`config.mk`:
```
export PLATFORM = sky130hd
export DESIGN_NAME = led_bank_arbiter
export DESIGN_NICKNAME = d
export VERILOG_FILES = /design/src/rtl/led_arb_pkg.sv /design/src/rtl/led_rr_pick.sv /design/src/rtl/led_bank_arbiter.sv
export SDC_FILE = /design/constraint.sdc
export NUM_CORES = 1
export LEC_CHECK = 0
export BUFFER_PORTS_ARGS = -buffer_cell sky130_fd_sc_hd__buf_4
export CAP_MARGIN = 20
export CORE_MARGIN = 2
export CORE_UTILIZATION = 50
export CTS_CLUSTER_DIAMETER = 60
export DETAILED_ROUTE_END_ITERATION = 8
export GPL_TIMING_DRIVEN = 0
export HOLD_SLACK_MARGIN = 0.06
export MAX_ROUTING_LAYER = met4
export PLACE_DENSITY = 0.76
export SYNTH_ARGS = -nofsm -noshare
export SYNTH_HDL_FRONTEND = slang
export SYNTH_SLANG_ARGS = --single-unit
```
`constraint.sdc`:
```
create_clock -name clk -period 5.62 [get_ports clk]
set_clock_uncertainty 0.1 [all_clocks]
set_input_delay 0.281 -clock clk [delete_from_list [all_inputs] [get_ports clk]]
set_output_delay 0.281 -clock clk [all_outputs]
set_load 0.02 [all_outputs]
```
`src/rtl/led_arb_pkg.sv`:
```
// Shared types and constants for the LED bank arbiter.
package led_arb_pkg;

  localparam int unsigned LED_W = 16;
  localparam logic [LED_W-1:0] LED_ALL_ON = 16'hFFFF;

  typedef enum logic [1:0] {
    IDLE = 2'd0,
    HOLD = 2'd1,
    TEST = 2'd2
  } state_t;

endpackage

```
`src/rtl/led_rr_pick.sv`:
```
// Combinational round-robin picker: first requester after `last`, wrapping mod NREQ.
module led_rr_pick #(
  parameter int unsigned NREQ  = 4,
  parameter int unsigned IDX_W = 2
) (
  input  logic [NREQ-1:0]  req,
  input  logic [IDX_W-1:0] last,
  output logic [IDX_W-1:0] pick,
  output logic             pick_valid
);

  // Scan farthest-first so the nearest requester after `last` overwrites and wins.
  always_comb begin
    int unsigned idx;
    idx        = 0;
    pick       = '0;
    pick_valid = 1'b0;
    for (int unsigned k = NREQ; k > 0; k--) begin
      idx = (32'(last) + k) % NREQ;
      if (req[IDX_W'(idx)]) begin
        pick       = IDX_W'(idx);
        pick_valid = 1'b1;
      end
    end
  end

endmodule

```
`src/rtl/led_bank_arbiter.sv`:
```
// Round-robin owner of the board LED bank with minimum contended dwell, blank handoff and lamp test.
module led_bank_arbiter
  import led_arb_pkg::*;
#(
  parameter int unsigned          NREQ    = 4,
  parameter int unsigned          DWELL_W = 24,
  parameter logic [DWELL_W-1:0]   DWELL   = DWELL_W'(8388608)
) (
  input  logic                  clk,
  input  logic                  rst_key,
  input  logic [NREQ-1:0]       req,
  input  logic [LED_W*NREQ-1:0] pattern,
  input  logic                  lamp_test,
  output logic [NREQ-1:0]       grant,
  output logic [LED_W-1:0]      led,
  output logic                  busy
);

  localparam int unsigned        IDX_W      = $clog2(NREQ);
  localparam logic [DWELL_W-1:0] DWELL_LAST = DWELL - DWELL_W'(1);

  state_t             state_q, state_n;
  logic [DWELL_W-1:0] cnt, cnt_n;
  logic [IDX_W-1:0]   last, last_n;
  logic [NREQ-1:0]    grant_n;
  logic [LED_W-1:0]   led_n;
  logic               busy_n;
  logic [IDX_W-1:0]   pick;
  logic               pick_valid;
  logic               expired_c;
  logic               contend_c;
  logic [LED_W-1:0]   pat_arr [NREQ];

  for (genvar i = 0; i < NREQ; i++) begin : g_unpack
    assign pat_arr[i] = pattern[LED_W*i +: LED_W];
  end

  led_rr_pick #(
    .NREQ (NREQ),
    .IDX_W(IDX_W)
  ) u_pick (
    .req       (req),
    .last      (last),
    .pick      (pick),
    .pick_valid(pick_valid)
  );

  // In HOLD, `last` is the owner and `grant` is its one-hot.
  assign expired_c = (cnt == DWELL_LAST);
  assign contend_c = |(req & ~grant);

  always_ff @(posedge clk or negedge rst_key) begin
    if (!rst_key) begin
      state_q <= IDLE;
      grant   <= '0;
      led     <= '0;
      busy    <= 1'b0;
      cnt     <= '0;
      last    <= IDX_W'(NREQ - 1);
    end else begin
      state_q <= state_n;
      grant   <= grant_n;
      led     <= led_n;
      busy    <= busy_n;
      cnt     <= cnt_n;
      last    <= last_n;
    end
  end

  always_comb begin
    state_n = state_q;
    grant_n = grant;
    led_n   = led;
    busy_n  = busy;
    cnt_n   = cnt;
    last_n  = last;
    unique case (state_q)
      IDLE: begin
        if (lamp_test) begin
          state_n = TEST;
          grant_n = '0;
          led_n   = LED_ALL_ON;
          busy_n  = 1'b1;
        end else if (pick_valid) begin
          state_n = HOLD;
          grant_n = NREQ'(1) << pick;
          led_n   = pat_arr[pick];
          busy_n  = 1'b1;
          last_n  = pick;
          cnt_n   = '0;
        end else begin
          grant_n = '0;
          led_n   = '0;
          busy_n  = 1'b0;
        end
      end
      HOLD: begin
        cnt_n = expired_c ? cnt : cnt + DWELL_W'(1);
        if (lamp_test) begin
          state_n = TEST;
          grant_n = '0;
          led_n   = LED_ALL_ON;
        end else if (!req[last] || (expired_c && contend_c)) begin
          state_n = IDLE;
          grant_n = '0;
          led_n   = '0;
          busy_n  = 1'b0;
        end else begin
          led_n = pat_arr[last];
        end
      end
      TEST: begin
        grant_n = '0;
        if (!lamp_test) begin
          state_n = IDLE;
          led_n   = '0;
          busy_n  = 1'b0;
        end else begin
          led_n = LED_ALL_ON;
        end
      end
      default: begin
        state_n = IDLE;
        grant_n = '0;
        led_n   = '0;
        busy_n  = 1'b0;
      end
    endcase
  end

endmodule

```
### Word level (Yosys, flattened, before mapping)

Cells that the tools add are included.

* register bits: 49
* input bits: 71
* output and inout port bits: 21
* logic and storage cells: 96

* add/subtract/negate cells: 5
* magnitude comparators: 7
* equal/unequal tests: 11
* shift-type cells: 1
* multiplexer cells: 51
* bitwise operators: 5
* reductions and logical operators: 10

Operator list (count)
* $mux W16: 9
* $mux W24: 3
* $bmux W16 S2: 2
* $pmux W16 S3: 1
* $pmux W24 S2: 1
* $add A24 B1 Y24 const B: 1
* $eq A24 B23 Y1 const B: 1
* $mux W2: 9
* $mux W4: 4
* $lt A2 B3 Y1 const B: 5
* $mux W1: 14
* $ne A2 B2 Y1 const B: 6
* $bmux W1 S2: 5
* $reduce_and A3 Y1: 3
* $pmux W4 S2: 1
* $ge A3 B3 Y1 const B: 2
* $ne A3 B3 Y1 const B: 2
* $not A2 Y3: 2
* $pmux W2 S3: 1
* $add A2 B1 Y2 const B: 2
* $add A2 B2 Y2 const B: 2
* $and A4 B4 Y4: 1
* $not A4 Y4: 1
* $reduce_and A4 Y1: 1
* other kinds (11): 11

### Logic depth before layout (Yosys ltp)

* depth in word-level cells: 14
* depth in mapped cells: 8
* depth with buffers taken out: 6

### By module

From an unflattened synthesis, not the netlist that was laid out.

* cell total of the unflattened synthesis: 294
* area, all modules: 3248.1 sq um

Modules (own cells, without submodules)
* led_bank_arbiter: instances 1, cells each 280, area an instance 3156.8 sq um, seq. area each 1228.7 sq um
* led_rr_pick: instances 1, cells each 14, area an instance 91.3 sq um, seq. area each 0.0 sq um

### Worst setup path after synthesis

No wires, ideal clock.

* kind: register to register
* start point: register last[1]
* end point: register led[0]
* library setup time: 0.087 ns
* data arrival time: 1.825 ns
* data required time: 5.433 ns
* setup slack: 3.608 ns
* stages on the path, launching flop included: 7
* buffers on the path: 1
* clock period less this slack: 2.012 ns
* cells stage by stage: dfstp_2 mux2i_1 o22ai_2 a21oi_4 buf_8 mux2_4 o2111ai_2

* word-level cells in the longest chain between the ends: 14
* elaborated cells on any way between the ends: 37
* those cells by class: add/sub (4); mux (29); bitwise (2); reduce/logical (2)

RTL lines
* from (decl): line led_bank_arbiter.sv:24 `logic [IDX_W-1:0] last, last_n;`
* from (signal assigned): line led_bank_arbiter.sv:59 `last <= IDX_W'(NREQ - 1);`
* from (signal assigned): line led_bank_arbiter.sv:66 `last <= last_n;`
* $add A2 B1 Y2: line led_rr_pick.sv:19 `idx = (32'(last) + k) % NREQ;`
* $bmux W1 S2: line led_rr_pick.sv:20 `if (req[IDX_W'(idx)]) begin`
* $mux W1 (implied by the code): line led_rr_pick.sv:20
* $mux W2 (4 in a row): line led_rr_pick.sv:20
* $not A2 Y3 (implied by the code): line led_bank_arbiter.sv:87 `led_n = pat_arr[pick];`
* $bmux W16 S2: line led_bank_arbiter.sv:87
* $mux W16 (implied by the code) (2 in a row): line led_bank_arbiter.sv:87
* $mux W16: line led_bank_arbiter.sv:84 `end else if (pick_valid) begin`
* $mux W16: line led_bank_arbiter.sv:79 `if (lamp_test) begin`
* $pmux W16 S3 *: line led_bank_arbiter.sv:77 `unique case (state_q)`
* named net led_n[0]: line led_bank_arbiter.sv:26 `logic [LED_W-1:0] led_n;`
* to (signal assigned): line led_bank_arbiter.sv:63 `led <= led_n;`
* to (decl): line led_bank_arbiter.sv:15 `output logic [LED_W-1:0] led,`

Mark *: on every way through the listed nets, which the timed path passes. The rest lies on a longest branch. The select of a mux whose other input is x is not followed.
A chain may end at the register's enable or synchronous reset.

### Worst setup path in the final report

* start point: register last[1]
* end point: register led[12]

Same word-level chain as after synthesis.

==> results.txt <==
----------------------------------------------------
[Critical path]
  Cell with the most instances on the worst path ... sky130_fd_sc_hd__mux2i_1
  Slowest stage cell, crit path ... sky130_fd_sc_hd__dfstp_2
  Worst stage delay on the critical path ... roughly 0.60 ns
  Worst endpoint required time ... between 5 and 6 ns
  Arrival time reported for the critical path endpoint ... about 2.4 ns
  Setup CP Type ... reg2reg
  Kind of end point of the critical path ... flop
  Count of buffer and inverter cells on the critical path ... 1
  Startpoint Class ... flop
  Peak fanout along the critical path ... 10
  Top Family by Delay on Critical Path ... compound AO/OA/AOI/OAI gates
  Worst-path cell chain ... mux2i_1 > o22ai_2 > a21oi_4 > buf_8 > mux2i_1 > o2111ai_2

[Clock tree]
  CTS Root Buffer Type ... sky130_fd_sc_hd__clkbuf_8
  H-tree depth ... 2
  Clock tree from TritonCTS ... yes
  Clock transition at the register clock pins on the worst setup and hold paths after CTS ... about 0.1 ns
  Maximum clock insertion buffer count ... 2
  Setup repair bufs after CTS ... 0
  Cts bufs inserted ... 5
  Clock insertion delay at the later pin of the skew report ... between 0.3 and 0.4 ns
  Clock sink count ... 49

[Synthesis]
  Total number of yosys warnings ... 0
  Count of mapped cells out of synthesis ... ~360
  Share of flip-flops with an asynchronous set or reset ... 100.0%
  Mean instance size in the synthesized netlist ... approximately 10 sq um
  Mapped Nets ... 431
  Post-synthesis sequential element count ... between 40 and 50
  Post-Synthesis Cell Area ... around 0.0037 sq mm
  Post-synth cell types ... between 60 and 70
  Number of enable-type register cells in the synthesized netlist ... 0
  Sequential area share after synthesis ... roughly 33%
  Synth Flop Type ... sky130_fd_sc_hd__dfrtp_1

[Power and ir drop]
  Sw Pwr ... roughly 0.46 mW
  Leakage power summed over all cells ... ~2.0 nW
  Int Pwr ... around 0.77 mW
  Switching power share of the total ... about 37%
  Proportion of power drawn by combinational gates ... about 48%
  Pwr Density ... 266.5 mW/mm^2
  Portion of total power attributed to sequential cells ... approximately a third
  Share of power burned in the clock network ... between 10% and 20%
  Max rail drop VDD ... 0.1112 mV

[STA]
  Post-route minimum period ... about 2.3 ns
  Setup repair after global routing missed its margin ... no
  Measured slew at the worst slew-check pin ... 0.7350 ns
  Worst max-slew margin expressed relative to the limit ... 50.55%
  Final sum of negative setup slack ... 0 ns
  Ratio of final minimum period to clock period ... between 40% and 50%
  Achievable frequency ... 0.4328 GHz
  Final hold violation count ... 0
  Total count of max-transition violations in the final report ... 0
  Final Setup Violations ... 0

[Finish]
  Final nets ... 529
  N_diodes ... 0
  Synthesis-to-finish area growth ... 24.12%
  Fraction of layout instances using a drive strength above 1 ... 40.39%
  Post-route non-filler standard cell count ... ~560
  Final core utilization ... 63.83%

[Detailed routing]
  Average detailed-routed wire length per instance ... 18.66 microns
  Total number of vias ... between 3000 and 4000
  Number of DRC violations after detailed-routing iteration 0 ... 163
  DRC viols ... 0
  Total wirelength of the detailed-routed design ... between 10 and 15 mm
  Post-DR vias/cell ... between 6 and 7
  Number of iterations in the first detailed-routing pass ... 5
  Number of routed nets with antenna violations ... 0

[Die]
  Die extent in x ... about 90 microns
  Number of top-level pins ... a little over 90
  Std-Cell Core Area ... 0.007253 sq mm
  Effective utilization at floorplan ... roughly 51%
  Area of the die ... around 0.0082 sq mm
  Die extent in y ... roughly 90 microns
  Number of rows created at floorplan ... 31

[Placed design]
  Final HPWL DP ... 7.520 mm
  Routability cong. ... ~0.86
  Cell count after placement ... approximately 550
  Count of input and output buffers ... 90

[Global routing]
  Fraction of met3 tracks used by global routing ... between 5 and 6%
  Grt met2 use ... about 44%
  Largest net degree at the start of global routing ... 50
  Total global routing overflow ... 0
  Global-route wire length before repair ... between 15 and 20 mm
  Vias in the first global route ... 3492
  Antenna violations before repair ... 0
  Top Usage Layer GRT ... met2
  Total routing usage reported by global routing ... 26.62%
  GR Util met1 ... between 30% and 40%

[Run]
  Max-cap check violation count ... 0

[Min path]
  Kind of path behind the tightest hold check ... in2reg

[Outcome]
  Run status ... completed

----------------------------------------------------
-- per-layer routing --
layer	part of all wire, %	vias up
li1	-	1565
met1	41	1709
met2	50	140
met3	6.5	23
met4	1.8	0
met5	0	-
-- cell type report --
cell class / instances / area [sq um]
well taps: 99 / 123.9
inverters: 14 / 52.55
clock inverters: 3 / 21.27
repair buffers: 91 / 685.7
multi-input cells: 268 / 2193
flip-flops and latches: 49 / 1229
plain buffers: 28 / 255.2
clock buffers: 5 / 68.82
fillers: 625 / 2624
-- power groups by stage --
stage | sequential (mW) | combinational (mW) | clock (mW)
after global placement | 0.425 | 0.579 | 0
after global routing | 0.424 | 0.629 | 0.243
after CTS | 0.419 | 0.590 | 0.230
final | 0.419 | 0.591 | 0.224
after detailed placement | 0.426 | 0.587 | 0
after floorplan | 0.459 | 0.373 | 0
-- sequential cells by signal, summed over array words and instances (netlist names) --
name,count
last,2
grant,4
cnt,24
led,16
busy,1
state_q,2
-- placed cells by master, fill, tap and decap left out, types with 4 or more instances in the layout --
cell / synthesis / layout
sky130_fd_sc_hd__a2111oi_2: 4 / 4
sky130_fd_sc_hd__clkbuf_8: 5 / 10
sky130_fd_sc_hd__nor2_1: 16 / 16
sky130_fd_sc_hd__o211ai_1: 4 / 4
sky130_fd_sc_hd__dfrtp_1: 47 / 47
sky130_fd_sc_hd__nand2b_1: 4 / 4
sky130_fd_sc_hd__mux2_4: 6 / 6
sky130_fd_sc_hd__a21oi_1: 11 / 11
sky130_fd_sc_hd__mux2_2: 7 / 7
sky130_fd_sc_hd__mux4_2: 13 / 13
sky130_fd_sc_hd__o2111ai_2: 7 / 7
sky130_fd_sc_hd__nand2_1: 24 / 24
sky130_fd_sc_hd__nand4_1: 7 / 7
sky130_fd_sc_hd__buf_6: 7 / 7
sky130_fd_sc_hd__inv_1: 14 / 14
sky130_fd_sc_hd__mux2i_1: 22 / 22
sky130_fd_sc_hd__o21ai_0: 8 / 8
sky130_fd_sc_hd__o2111ai_1: 10 / 10
sky130_fd_sc_hd__or3_1: 6 / 6
sky130_fd_sc_hd__buf_4: 2 / 92
sky130_fd_sc_hd__nand3_1: 52 / 52
sky130_fd_sc_hd__buf_2: 8 / 8
sky130_fd_sc_hd__xnor2_1: 7 / 7
sky130_fd_sc_hd__nor3_1: 6 / 6
-- stage by stage --
step,hold WS (ns),setup WS (ns),power (mW),instance area (sq um)
floorplan,-0.1146,3.608,0.8320,3730
global placement,0.2567,3.394,1.004,4529
detailed placement,0.2538,3.330,1.013,4529
CTS,0.08114,3.310,1.239,4629
global route,0.08022,3.215,1.296,4629
finish,0.09055,3.309,1.234,4629
-- timing repair --
action | CTS | global route
hold endpoints to repair | 47 | 0
hold buffers | 1 | 0
endpoints found under the setup margin | 0 | 0
gates resized for setup | 0 | 0
-- cells in the mapped netlist (3+ instances only) --
library cell	number	share of area (%)
sky130_fd_sc_hd__or2_2	3	0.50
sky130_fd_sc_hd__mux2_4	6	2.4
sky130_fd_sc_hd__o211ai_1	4	0.81
sky130_fd_sc_hd__and3_1	3	0.50
sky130_fd_sc_hd__mux2_2	7	2.1
sky130_fd_sc_hd__inv_1	14	1.4
sky130_fd_sc_hd__mux2i_1	22	5.9
sky130_fd_sc_hd__a2111oi_2	4	1.6
sky130_fd_sc_hd__nor3_1	6	0.81
sky130_fd_sc_hd__nand2b_1	4	0.67
sky130_fd_sc_hd__nor2_1	16	1.6
sky130_fd_sc_hd__clkbuf_8	5	1.8
sky130_fd_sc_hd__buf_6	7	2.1
sky130_fd_sc_hd__and2_1	3	0.50
sky130_fd_sc_hd__mux4_2	13	7.8
sky130_fd_sc_hd__o21ai_0	8	1.1
sky130_fd_sc_hd__mux4_4	3	2.0
sky130_fd_sc_hd__o2111ai_1	10	2.3
sky130_fd_sc_hd__dfrtp_1	47	32
sky130_fd_sc_hd__buf_2	8	1.1
sky130_fd_sc_hd__nand4_1	7	1.2
sky130_fd_sc_hd__o2111ai_2	7	2.8
sky130_fd_sc_hd__nand2_1	24	2.4
sky130_fd_sc_hd__or3_1	6	1.0
sky130_fd_sc_hd__a21oi_1	11	1.5
sky130_fd_sc_hd__nand3_1	52	7.0
sky130_fd_sc_hd__xnor2_1	7	1.6
-- cells by family (layout without fill, tap and decap cells) --
group	after synthesis	count (layout)	synth area share (%)
adders and majority gates	1	1	0.3354
xor gates and xnor gates	7	7	1.644
and+or+nand+nor	143	143	20.66
muxes	51	51	20.30
AOI/OAI and AO/OA	66	66	15.87
buffers and inverters	42	141	8.252
DFF	49	49	32.94
-- path summary, 6_finish.rpt --
check | start | end | slack [ns] | cells past startpoint
setup / recovery | last[1]$_DFFE_PN1P_ | led[12]$_DFF_PN0_ | 3.31 | 6
hold / removal | lamp_test | grant[1]$_DFFE_PN0P_ | 0.09 | 2
setup reg to reg | last[1]$_DFFE_PN1P_ | led[12]$_DFF_PN0_ | 3.31 | 6
hold reg to reg | cnt[4]$_DFFE_PN0P_ | cnt[4]$_DFFE_PN0P_ | 0.43 | 1
max in group asynchronous | rst_key | cnt[4]$_DFFE_PN0P_ | 4.55 | 2
min in group asynchronous | rst_key | led[11]$_DFF_PN0_ | 0.41 | 2
Note: power is estimated with default switching activity, not from simulation.
